File: config.mk
export PLATFORM = sky130hd
export DESIGN_NAME = bitser_ctrl_p
export DESIGN_NICKNAME = d
export VERILOG_FILES = /design/src/rtl/bitser_ctrl_p.sv
export SDC_FILE = /design/constraint.sdc
export NUM_CORES = 1
export LEC_CHECK = 0
export ABC_AREA = 1
export BUFFER_PORTS_ARGS = -buffer_cell sky130_fd_sc_hd__buf_4
export CORE_MARGIN = 10
export CORE_UTILIZATION = 54
export DETAILED_ROUTE_END_ITERATION = 10
export GPL_TIMING_DRIVEN = 0
export PLACE_DENSITY = 0.89
export SLEW_MARGIN = 30
export SYNTH_ARGS = -nofsm -noshare
export SYNTH_HDL_FRONTEND = slang
export SYNTH_SLANG_ARGS = --single-unit
File: constraint.sdc
create_clock -name clk -period 3.32 [get_ports clk]
set_input_delay 0.166 -clock clk [delete_from_list [all_inputs] [get_ports clk]]
set_output_delay 0.166 -clock clk [all_outputs]
set_load 0.03 [all_outputs]
File: src/rtl/bitser_ctrl_p.sv
// Control FSM for the bit-serial CPU datapath: one instruction is sequenced through
// operand fetch, serial execute and writeback, LSB first, one bit per clock.
module bitser_ctrl_p #(
  parameter int DATA_W   = 8,
  parameter int RADDR_W  = 3,
  parameter int INSTR_W  = 16,
  parameter int IMM_SEXT = 1
) (
  input  logic                      clk,
  input  logic                      rstn,
  input  logic                      start,
  input  logic [INSTR_W-1:0]        instr,
  input  logic                      abort,
  output logic                      ready,
  output logic                      done,
  output logic                      err,
  output logic [RADDR_W-1:0]        reg_addr,
  output logic                      reg_rd_en,
  output logic                      reg_wr_en,
  output logic                      opa_shift_en,
  output logic                      opb_shift_en,
  output logic                      opb_sel_imm,
  output logic                      imm_bit,
  output logic [1:0]                alu_op,
  output logic                      sub_mode,
  output logic                      carry_ld,
  output logic                      carry_en,
  output logic                      acc_shift_en,
  output logic [$clog2(DATA_W)-1:0] bit_idx
);

  localparam int CNT_W = $clog2(DATA_W);
  localparam int IMM_W = INSTR_W - 4 - 2*RADDR_W;
  localparam logic [CNT_W-1:0] CNT_LAST = CNT_W'(DATA_W-1);

  typedef struct packed {
    logic [IMM_W-1:0]   imm;
    logic [RADDR_W-1:0] rs1;
    logic [RADDR_W-1:0] rd;
    logic [3:0]         opc;
  } instr_t;

  typedef enum logic [2:0] {
    S_IDLE, S_RDA, S_RDB, S_EXE, S_WB, S_DONE
  } state_t;

  state_t             st, st_nx;
  logic [CNT_W-1:0]   cnt, cnt_nx;
  instr_t             ir;
  logic               accept, last;
  logic               itype, illegal, is_mov, is_sub;
  logic [2:0]         op3;
  logic [1:0]         dec_alu;
  logic [RADDR_W-1:0] rs2;
  logic [DATA_W-1:0]  imm_ext;

  assign accept  = (st == S_IDLE) && start;
  assign last    = (cnt == CNT_LAST);
  assign op3     = ir.opc[2:0];
  assign itype   = ir.opc[3];
  assign illegal = op3[2] & op3[1];
  assign is_mov  = (op3 == 3'b101);
  assign is_sub  = (op3 == 3'b001);
  assign rs2     = ir.imm[RADDR_W-1:0];
  assign bit_idx = cnt;

  // Immediate widened to the datapath so the counter can index it directly.
  for (genvar i = 0; i < DATA_W; i++) begin : g_imm
    if (i < IMM_W) begin : g_fld
      assign imm_ext[i] = ir.imm[i];
    end else if (IMM_SEXT != 0) begin : g_sx
      assign imm_ext[i] = ir.imm[IMM_W-1];
    end else begin : g_zx
      assign imm_ext[i] = 1'b0;
    end
  end

  always_comb begin
    dec_alu = 2'b00;
    case (op3)
      3'b010:  dec_alu = 2'b10;
      3'b011:  dec_alu = 2'b11;
      3'b100:  dec_alu = 2'b01;
      3'b101:  dec_alu = 2'b11;
      default: dec_alu = 2'b00;
    endcase
  end

  always_ff @(posedge clk or negedge rstn) begin
    if (!rstn) begin
      st  <= S_IDLE;
      cnt <= '0;
      ir  <= '0;
    end else begin
      st  <= st_nx;
      cnt <= cnt_nx;
      if (accept) ir <= instr_t'(instr);
    end
  end

  always_comb begin
    st_nx  = st;
    cnt_nx = cnt;
    case (st)
      S_IDLE: begin
        if (start) begin
          // Illegal opcodes are decoded from the live word since ir is not yet loaded.
          st_nx  = (instr[2] & instr[1]) ? S_DONE : S_RDA;
          cnt_nx = '0;
        end
      end
      S_RDA, S_RDB, S_EXE, S_WB: begin
        cnt_nx = last ? '0 : cnt + 1'b1;
        if (last) begin
          case (st)
            S_RDA:   st_nx = S_RDB;
            S_RDB:   st_nx = S_EXE;
            S_EXE:   st_nx = S_WB;
            default: st_nx = S_DONE;
          endcase
        end
      end
      S_DONE:  st_nx = S_IDLE;
      default: begin
        st_nx  = S_IDLE;
        cnt_nx = '0;
      end
    endcase
    if (abort && st != S_IDLE) begin
      st_nx  = S_IDLE;
      cnt_nx = '0;
    end
  end

  always_comb begin
    ready        = 1'b0;
    done         = 1'b0;
    err          = 1'b0;
    reg_addr     = '0;
    reg_rd_en    = 1'b0;
    reg_wr_en    = 1'b0;
    opa_shift_en = 1'b0;
    opb_shift_en = 1'b0;
    opb_sel_imm  = 1'b0;
    imm_bit      = 1'b0;
    alu_op       = 2'b00;
    sub_mode     = 1'b0;
    carry_ld     = 1'b0;
    carry_en     = 1'b0;
    acc_shift_en = 1'b0;
    case (st)
      S_IDLE: ready = 1'b1;
      S_RDA: begin
        reg_addr     = ir.rs1;
        reg_rd_en    = 1'b1;
        opa_shift_en = 1'b1;
      end
      S_RDB: begin
        opb_shift_en = 1'b1;
        if (is_mov) begin
          opb_sel_imm = 1'b1;
        end else if (itype) begin
          opb_sel_imm = 1'b1;
          imm_bit     = imm_ext[cnt];
        end else begin
          reg_addr  = rs2;
          reg_rd_en = 1'b1;
        end
      end
      S_EXE: begin
        alu_op       = dec_alu;
        sub_mode     = is_sub;
        carry_en     = 1'b1;
        carry_ld     = (cnt == '0);
        acc_shift_en = 1'b1;
        opa_shift_en = 1'b1;
        opb_shift_en = 1'b1;
      end
      S_WB: begin
        acc_shift_en = 1'b1;
        reg_addr     = ir.rd;
        reg_wr_en    = |ir.rd;
      end
      S_DONE: begin
        done = 1'b1;
        err  = illegal;
      end
      default: ;
    endcase
  end

endmodule

==> results by group <==
STA
  • Final Max Slew Viols: 0
  • Slew headroom: 0.811
  • Min Clock Period, post-route: 1.87 ns
  • Final clock skew: 0.00264 ns
  • Setup TNS: 0 ns
  • Tightest Pin Transition: 0.283 ns
  • Final Hold Fails: 0
  • Final period util: 0.562
  • Final setup fails: 0
  • RSZ-0062 raised after global routing: false
  • FMAX: 536 MHz

Clocking
  • Clock slew at reported path FFs: 0.12 ns
  • CTS Buffer Depth: 2
  • TritonCTS Buffers: 3
  • Cts repair resizes: 0
  • CTS tree: done
  • Clk_lat worst skew: 0.30 ns
  • Post-CTS Repair Setup Buffers: 0
  • Clock tree sinks: 22
  • Clk Tree Root Cell: clkbuf_4
  • H-tree Lvls: 1

Yosys
  • Most frequent cell after synthesis: nand2_1
  • Sequential-to-total area share from yosys stat: 0.428
  • Mapped Cells: 176
  • Yosys Warn Count: 0
  • Main flop type after synthesis: dfrtp_1
  • Mapped Avg Cell Area: 7.31 sq um
  • Post-synth cell types: 22
  • Yosys top cell area share: 0.428
  • Number of flops mapped to enable cells by yosys: 0
  • Syn_nets: 199
  • Dominant cell type by area after synthesis: dfrtp_1
  • Top post-synthesis cells by count: 43 x nand2_1, 22 x dfrtp_1, 22 x inv_1, 21 x nand3_1, 21 x nor2_1
  • Post-synth design cell area: 1290 sq um
  • Synth Register Bits: 22
  • Async SR Flop Fraction: 1.00
  • Synth top area cells: dfrtp_1 43%, nand2_1 13%, nand3_1 8.2%, inv_1 6.4%, nor2_1 6.1%

Worst setup path
  • Crit path launch: st[2]$_DFFE_PN0P_
  • Startpoint types: register
  • CP cell instances: inv_2 > nand2_1 > inv_1 > nand2_1 > nor2_1 > nand2_1 > o211ai_1 > buf_4
  • Max FO, Critical Path: 6
  • Worst Setup End Kind: output port
  • CP max-delay cell: dfrtp_1
  • FF-to-FF Start: bit_idx[0]$_DFFE_PN0P_
  • Largest stage delay on the critical path: 0.47 ns
  • Setup Crit Path Kind: reg2out
  • Crit path DAT: 1.70 ns
  • WP data required: 3.15 ns
  • Top cell by count, worst path: nand2_1

Floorplan
  • Die width: 68.8 um
  • # rows: 17
  • Die area: 4730 sq um
  • Core Area: 2230 sq um
  • IO Count: 41
  • Initial Util: 0.576
  • Die height: 68.8 um

Power and ir drop
  • P_leak: 0.938 nW
  • Peak VDD IR: 0.541 mV
  • Power per Cell Area: 912 nW/um^2
  • Total Power: 1.51 mW

Global routing
  • Met1 usage: 0.173
  • Met3 Resource Use GR: 0.0370
  • Met2 usage: 0.264
  • Largest net degree at the start of global routing: 23
  • Initial antenna violation count: 0
  • GRT overflow: 0
  • Overall Global Routing Usage: 0.148
  • First-pass GRT wire length: 5550 um
  • Vias in the first global route: 1336
  • Top Usage Layer GRT: met2

Outcome
  • Status: finished, final reports clean

Placed design
  • GP Congestion: 0.813
  • Placed wire-length estimate: 2800 um
  • Placed Cells: 244
  • Port buffer count: 40

Routing
  • Drt pass-1 iters: 4
  • DRC: 0
  • Routed WL per cell: 13.7 um
  • Via density: 5.31
  • Post-route ant nets: 0
  • Detailed Route WL: 3410 um
  • DRT iter0 DRCs: 89
  • Vias: 1318

Run
  • Max Cap Viol: 0

Cells and area
  • FILL cells: 173
  • Nets: 245
  • # diodes: 0
  • Post-route non-filler standard cell count: 248
  • Area growth syn-to-layout: 28.6%
  • Share of cells above drive strength 1: 0.268

Min path
  • Hold path start: instr[9]
  • Hold Crit Class: in2reg
## stage by stage
stage	hold WS [ns]	setup WS, ns	utilization	cell area, sq um
6_report	0.0857	1.45	0.741	1650
5_1_grt	0.0717	1.33	0.741	1650
4_1_cts	0.0820	1.47	0.741	1650
3_5_place_dp	0.0677	1.82	0.726	1620
3_3_place_gp	0.0668	1.84	0.726	1620
2_1_floorplan	-0.130	1.30	-	1290
## cell type report
type / count / area [sq um] / area share
Sequential cell: 22 / 551 / 0.333
Timing Repair Buffer: 41 / 310 / 0.188
Multi-Input combinational cell: 125 / 604 / 0.365
Clock buffer: 3 / 22.5 / 0.0136
Tap cell: 28 / 35.0 / 0.0212
Buffer: 4 / 35.0 / 0.0212
Inverter: 25 / 96.3 / 0.0582
## power breakdown
part / switching (mW) / internal (mW) / total, mW / leakage, nW
combinational: 0.589 / 0.315 / 0.903 / 0.658
sequential: 0.0964 / 0.387 / 0.483 / 0.266
clock: 0.0793 / 0.0423 / 0.122 / 0.0138
## worst max-delay path, delay by kind of cell (launching register included)
| kind | cells | cell delay (ns) |
|---|---|---|
| buf+inv | 3 | 0.41 |
| flops | 1 | 0.47 |
| simple gates | 4 | 0.42 |
| compound gates | 1 | 0.09 |
## placed cells by master, fill, tap and decap left out, drive strengths merged, types with 3 or more instances in the layout
| cell type | n |
|---|---|
| inv | 25 |
| dfrtp | 22 |
| clkbuf | 3 |
| o211ai | 3 |
| nand2 | 51 |
| ha | 3 |
| a21oi | 14 |
| buf | 44 |
| nor2 | 21 |
| o21ai | 8 |
| nand3 | 21 |
## path summary, 6_finish.rpt
check                                          to  slack [ns]  depth (start not counted)
worst max-delay path                  reg_addr[2]        1.45                          8
worst min-delay path            ir[9]$_DFFE_PN0P_        0.09                          3
worst max register to register  st[2]$_DFFE_PN0P_        1.92                          7
worst min register to register  ir[9]$_DFFE_PN0P_        0.49                          2
max in group asynchronous       ir[9]$_DFFE_PN0P_        2.83                          2
min in group asynchronous       st[0]$_DFFE_PN0P_        0.27                          2
## sequential cells by signal, indices dropped and copies added, names as in the netlist
signal,cells
ir,10
imm_ext,6
bit_idx,3
st,3
## per-layer routing
layer,up-vias,routed length (um)
met1,607,1410
met5,-,0
met2,53,1670
met4,0,28
li1,653,-
met3,5,299
## logic make-up after synthesis
group / share of synthesized area
flops: 0.428
compound gates: 0.117
fa+ha+maj: 0.0292
simple gates: 0.324
buf+inv: 0.102
## what timing repair did
| action | 4_1_cts | 5_1_grt |
|---|---|---|
| hold buffers | 1 | 0 |
| endpoints found under the hold margin | 22 | 0 |
| endpoints found under the setup margin | 0 | 0 |
(Power assumes the default switching activity.)
